--- config.mk ---
export PLATFORM = sky130hd
export DESIGN_NAME = sm_clk_ctrl
export DESIGN_NICKNAME = d
export VERILOG_FILES = /design/src/rtl/sm_clk_ctrl_pkg.sv /design/src/rtl/sm_clk_ctrl_debouncer.sv /design/src/rtl/sm_clk_ctrl.sv
export SDC_FILE = /design/constraint.sdc
export NUM_CORES = 1
export LEC_CHECK = 0
export ABC_AREA = 1
export CAP_MARGIN = 10
export CORE_MARGIN = 5
export CORE_UTILIZATION = 35
export DETAILED_ROUTE_END_ITERATION = 10
export SYNTH_ARGS = -nofsm -noshare
export SYNTH_HDL_FRONTEND = slang
export SYNTH_SLANG_ARGS = --single-unit
--- constraint.sdc ---
create_clock -name clkIn -period 2.42 [get_ports clkIn]
set_clock_uncertainty 0.1 [all_clocks]
set_input_delay 0.484 -clock clkIn [delete_from_list [all_inputs] [get_ports clkIn]]
set_output_delay 0.484 -clock clkIn [all_outputs]
set_load 0.02 [all_outputs]
--- src/rtl/sm_clk_ctrl_pkg.sv ---
// Shared mode codes and FSM state encodings for the CPU clock-control unit.
package sm_clk_ctrl_pkg;

  // Mode selector codes, also used by the board wrapper.
  localparam logic [1:0] MODE_HALT  = 2'b00;
  localparam logic [1:0] MODE_RUN   = 2'b01;
  localparam logic [1:0] MODE_STEP  = 2'b10;
  localparam logic [1:0] MODE_BURST = 2'b11;

  // Strobe generator states; STEP is handled inside IDLE since it is a single pulse.
  typedef enum logic [1:0] {
    ST_IDLE  = 2'b00,
    ST_RUN   = 2'b01,
    ST_BURST = 2'b10
  } state_t;

endpackage

--- src/rtl/sm_clk_ctrl_debouncer.sv ---
// Step-key conditioning: 2-FF synchroniser, stability counter and rising-edge pulse.
module sm_debouncer
  import sm_clk_ctrl_pkg::*;
#(
  parameter int DBNC_W = 16
) (
  input  logic clk,
  input  logic rst_n,
  input  logic key,
  output logic rise
);

  logic              sync1_reg;
  logic              sync2_reg;
  logic              level_reg;
  logic [DBNC_W-1:0] cnt_reg;

  // Bring the asynchronous key into the clock domain.
  always_ff @(posedge clk or negedge rst_n) begin
    if (!rst_n) begin
      sync1_reg <= 1'b0;
      sync2_reg <= 1'b0;
    end else begin
      sync1_reg <= key;
      sync2_reg <= sync1_reg;
    end
  end

  // Accept a new level only after it has differed for a full counter span; pulse on 0->1.
  always_ff @(posedge clk or negedge rst_n) begin
    if (!rst_n) begin
      cnt_reg   <= '0;
      level_reg <= 1'b0;
      rise      <= 1'b0;
    end else if (sync2_reg == level_reg) begin
      cnt_reg <= '0;
      rise    <= 1'b0;
    end else if (&cnt_reg) begin
      cnt_reg   <= '0;
      level_reg <= sync2_reg;
      rise      <= sync2_reg;
    end else begin
      cnt_reg <= cnt_reg + DBNC_W'(1);
      rise    <= 1'b0;
    end
  end

endmodule

--- src/rtl/sm_clk_ctrl.sv ---
// CPU clock-enable generator: runtime divider, HALT/RUN/STEP/BURST FSM, strobe counter.
module sm_clk_ctrl
  import sm_clk_ctrl_pkg::*;
#(
  parameter int DIV_W   = 26,
  parameter int DBNC_W  = 16,
  parameter int BURST_W = 8,
  parameter int CNT_W   = 32
) (
  input  logic               clkIn,
  input  logic               rst_n,
  input  logic [1:0]         mode,
  input  logic [DIV_W-1:0]   div,
  input  logic [BURST_W-1:0] burstLen,
  input  logic               stepKey,
  output logic               cpuEn,
  output logic               busy,
  output logic [CNT_W-1:0]   cycleCnt
);

  state_t             state_reg, state_next;
  logic [DIV_W-1:0]   div_cnt_reg, div_cnt_next;
  logic [BURST_W-1:0] remain_reg, remain_next;
  logic               cpu_en_reg, cpu_en_next;
  logic               busy_reg, busy_next;
  logic [CNT_W-1:0]   cycle_cnt_reg;
  logic               step_req;
  logic               tick;
  logic               last_strobe;

  sm_debouncer #(
    .DBNC_W (DBNC_W)
  ) u_debouncer (
    .clk   (clkIn),
    .rst_n (rst_n),
    .key   (stepKey),
    .rise  (step_req)
  );

  // div is compared live, so lowering it below the running count fires at once.
  assign tick = (div_cnt_reg >= div);

  // State, divider, burst and output registers.
  always_ff @(posedge clkIn or negedge rst_n) begin
    if (!rst_n) begin
      state_reg   <= ST_IDLE;
      div_cnt_reg <= '0;
      remain_reg  <= '0;
      cpu_en_reg  <= 1'b0;
      busy_reg    <= 1'b0;
    end else begin
      state_reg   <= state_next;
      div_cnt_reg <= div_cnt_next;
      remain_reg  <= remain_next;
      cpu_en_reg  <= cpu_en_next;
      busy_reg    <= busy_next;
    end
  end

  // Next-state logic; leaving RUN or BURST takes priority over any strobe that cycle.
  always_comb begin
    state_next   = state_reg;
    div_cnt_next = div_cnt_reg;
    remain_next  = remain_reg;
    cpu_en_next  = 1'b0;
    last_strobe  = 1'b0;
    case (state_reg)
      ST_IDLE: begin
        if (mode == MODE_RUN) begin
          state_next = ST_RUN;
        end else if (step_req && mode == MODE_STEP) begin
          cpu_en_next = 1'b1;
        end else if (step_req && mode == MODE_BURST && burstLen != '0) begin
          remain_next  = burstLen;
          div_cnt_next = '0;
          state_next   = ST_BURST;
        end
      end
      ST_RUN: begin
        if (mode != MODE_RUN) begin
          state_next   = ST_IDLE;
          div_cnt_next = '0;
        end else if (tick) begin
          cpu_en_next  = 1'b1;
          div_cnt_next = '0;
        end else begin
          div_cnt_next = div_cnt_reg + DIV_W'(1);
        end
      end
      ST_BURST: begin
        if (mode != MODE_BURST) begin
          state_next   = ST_IDLE;
          div_cnt_next = '0;
        end else if (tick) begin
          cpu_en_next  = 1'b1;
          div_cnt_next = '0;
          remain_next  = remain_reg - BURST_W'(1);
          if (remain_reg == BURST_W'(1)) begin
            state_next  = ST_IDLE;
            last_strobe = 1'b1;
          end
        end else begin
          div_cnt_next = div_cnt_reg + DIV_W'(1);
        end
      end
      default: begin
        state_next   = ST_IDLE;
        div_cnt_next = '0;
      end
    endcase
    // Keep busy up through the final strobe so it drops the cycle after it.
    busy_next = (state_next == ST_BURST) || last_strobe;
  end

  // Count issued strobes; wraps naturally.
  always_ff @(posedge clkIn or negedge rst_n) begin
    if (!rst_n) begin
      cycle_cnt_reg <= '0;
    end else begin
      cycle_cnt_reg <= cycle_cnt_reg + CNT_W'(cpu_en_reg);
    end
  end

  assign cpuEn    = cpu_en_reg;
  assign busy     = busy_reg;
  assign cycleCnt = cycle_cnt_reg;

endmodule

==> results of run 1 <==
[routing by layer]
layer	global-route usage [%]	wire [µm]	vias up
met5	0	0	-
met4	3.60	148	0
met3	2.45	469	11
met2	22.1	6270	76
met1	19.1	5830	2198
li1	-	-	2344
[path summary, 6_finish.rpt]
check                                           start               endpoint  cells after the start
worst max-delay path                           div[9]         div_cnt_reg[2]                     14
worst min-delay path                            rst_n            cycleCnt[3]                      1
worst max register to register        div_cnt_reg[16]         div_cnt_reg[2]                     12
worst min register to register  u_debouncer.sync1_reg  u_debouncer.sync2_reg                      0
max in group asynchronous                       rst_n         div_cnt_reg[7]                      2
min in group clkIn              u_debouncer.sync1_reg  u_debouncer.sync2_reg                      0
[placed cells by master (no fill, tap or decap), types with 4 or more instances in the layout]
cell type        instances
nand2_1                113
dfrtp_1                 90
inv_1                   74
nor2_1                  58
clkdlybuf4s50_1         52
xor2_1                  40
buf_4                   30
o21ai_0                 26
nand2_2                 21
nand3_1                 21
a21oi_1                 20
inv_2                   19
dlymetal6s2s_1          19
ha_4                    18
ha_1                    16
nand4_1                 15
nor3_1                  15
xnor2_1                 14
nor2_2                  10
nor4_1                   9
nor3_2                   9
clkbuf_16                9
nand3_2                  8
nand2_4                  7
nor2_4                   6
a21oi_2                  5
o22ai_1                  4
buf_6                    4
[power breakdown]
part	internal (mW)	total, mW	switching [mW]
Clock	0.758	1.35	0.590
Sequential	1.59	1.66	0.0774
Combinational	0.339	0.868	0.530
Total	2.68	3.88	1.20
[area by class of cell]
class / instances / area [µm²] / area share [%]
well taps: 188 / 235 / 3.18
clock inverters: 5 / 36.3 / 0.491
multi-input cells: 463 / 3200 / 43.3
repair buffers: 106 / 1050 / 14.2
inverters: 95 / 362 / 4.89
flip-flops and latches: 90 / 2250 / 30.5
repair inverters: 1 / 7.51 / 0.102
clock buffers: 11 / 253 / 3.42
[per-stage QoR]
| stage | instances | utilization, % | setup slack (ns) | cell area, µm² |
|---|---|---|---|---|
| after CTS | 951 | 45.1 | -0.0255 | 6800 |
| after detailed placement | 935 | 43.0 | -0.573 | 6490 |
| after floorplan | 652 | - | 0.182 | 5340 |
| after global placement | 935 | 43.0 | -0.488 | 6490 |
| final | 959 | 49.0 | 0.0565 | 7400 |
| after global routing | 959 | 49.0 | -0.0530 | 7400 |
[worst max-delay path: stages]
cell             delay [ns]
clkdlybuf4s50_1        0.47
inv_2                  0.05
ha_4                   0.23
a21o_1                 0.16
nor2_2                 0.11
nand3_2                0.09
nand2_2                0.09
nand3_4                0.10
nor2_4                 0.15
buf_6                  0.13
inv_4                  0.03
nand2_4                0.07
clkinvlp_4             0.16
nor3_2                 0.19
[kinds of logic after synthesis]
logic type | synth area share (%)
simple gates | 26.3
buf+inv | 7.14
flops | 42.1
compound gates | 6.72
xor+xnor | 8.85
fa+ha+maj | 8.43
mux | 0.375
[timing repair]
item / CTS / global route
resized for setup: 6 / 132
hold buffers: 0 / 0
buffers inserted: 0 / 6
setup endpoints to repair: 23 / 51
gates cloned: 0 / 2
pin swaps: 0 / 45
==> impl_metrics.env, run 1 <==
export IMPL_outcome="finished, violations left"
export IMPL_violations="negative hold slack"
export IMPL_ios=73
export IMPL_overflow=0
export IMPL_seq_area_frac_synth_pct=42.1
export IMPL_globalplace_congestion=0.868
export IMPL_peakVddDrop_mv=0.374
export IMPL_yosys_warnings=0
export IMPL_ant_nets=0
export IMPL_cap_violations=0
export IMPL_fin_hold_ws_ns=-0.00834
export IMPL_slew_limit_headroom_pct=66.6
export IMPL_vias_per_cell=4.83
export IMPL_portBuffers=72
export IMPL_synth_top_cell_area_share_pct=42.1
export IMPL_die_w_um=134
export IMPL_synthCells=652
export IMPL_cts_buffers_inserted=9
export IMPL_fill_cells=1377
export IMPL_die_area_mm2=0.0178
export IMPL_num_antenna_cells=0
export IMPL_post_synth_top_count_cell="nand2_1"
export IMPL_crit_fanout=4
export IMPL_layout_drive_gt1_share_pct=22.2
export IMPL_critPathArrivalTime_ns=2.52
export IMPL_grt_pass1_wl_um=20700
export IMPL_worstSetupPathType="in -> reg"
export IMPL_start_util_pct=35.4
export IMPL_vias=4629
export IMPL_cts_sinks=90
export IMPL_antenna_found_initial=0
export IMPL_hold_viol=6
export IMPL_syn_to_final_growth_pct=38.4
export IMPL_timing_setup_tns_ns=0
export IMPL_finalCriticalPeriod_ns=2.36
export IMPL_drcViolationCount=0
export IMPL_synth_area_top_cells="dfrtp_1 (42%), nand2_1 (9.7%), ha_1 (8.4%)"
export IMPL_grt_pass1_vias=4435
export IMPL_htreeDepth=3
export IMPL_ctsLongestPathBuffers=2
export IMPL_syn_num_nets=727
export IMPL_synthDistinctLibCells=37
export IMPL_r2r_setup_slack_ns=0.13
export IMPL_ys_flop_type="dfrtp_1"
export IMPL_clk_transition_reported_paths_ns=0.07
export IMPL_worst_pin_slew_ns=0.496
export IMPL_nNetsFinal=841
export IMPL_cts_root_buf="clkbuf_16"
export IMPL_min_period_over_period_pct=97.7
export IMPL_worstSetupEndpointType="flop"
export IMPL_setup_viol=0
export IMPL_rows=45
export IMPL_grt_use_total_pct=13.7
export IMPL_synth_edf_count=0
export IMPL_cp_required_ns=2.58
export IMPL_clk_latency_ns=0.34
export IMPL_design_core_area_mm2=0.0151
export IMPL_hold_path_class="in -> async"
export IMPL_syn_area_mm2=0.00534
export IMPL_largest_reg_flops=32
export IMPL_ys_ff_latch=90
export IMPL_async_reset_ff_share_pct=100
export IMPL_synth_common_cells="nand2_1 (138), inv_1 (93), dfrtp_1 (90)"
export IMPL_total_power_mw=3.88
export IMPL_routed_wl_um=12700
export IMPL_post_synth_top_area_cell="dfrtp_1"
export IMPL_slew_viol_final=0
export IMPL_max_freq_mhz=423
export IMPL_die_y_um=134
export IMPL_cellLeakagePower_nw=3.45
export IMPL_cts_tree="done"
export IMPL_drt_iter0_drc=334
export IMPL_start_kind="input pin"
export IMPL_dp_hpwl_um=9120
export IMPL_avgSynthCellArea_um2=8.20
export IMPL_first_pass_iters=5
export IMPL_pwr_density_cell_mw_per_mm2=525
export IMPL_wl_per_cell_um=13.3
export IMPL_grt_max_degree=57
(Power assumes the default switching activity.)
==> run 2: changes to the inputs <==
--- a/config.mk
+++ b/config.mk
@@ -6,9 +6,10 @@
 export NUM_CORES = 1
 export LEC_CHECK = 0
 export ABC_AREA = 1
-export CAP_MARGIN = 10
+export CAP_MARGIN = 20
 export CORE_MARGIN = 5
 export CORE_UTILIZATION = 35
+export CTS_CLUSTER_DIAMETER = 150
 export DETAILED_ROUTE_END_ITERATION = 10
 export SYNTH_ARGS = -nofsm -noshare
 export SYNTH_HDL_FRONTEND = slang
==> results of run 2 <==
Same layout as run 1: the final DEF is identical, and so are final timing and power.
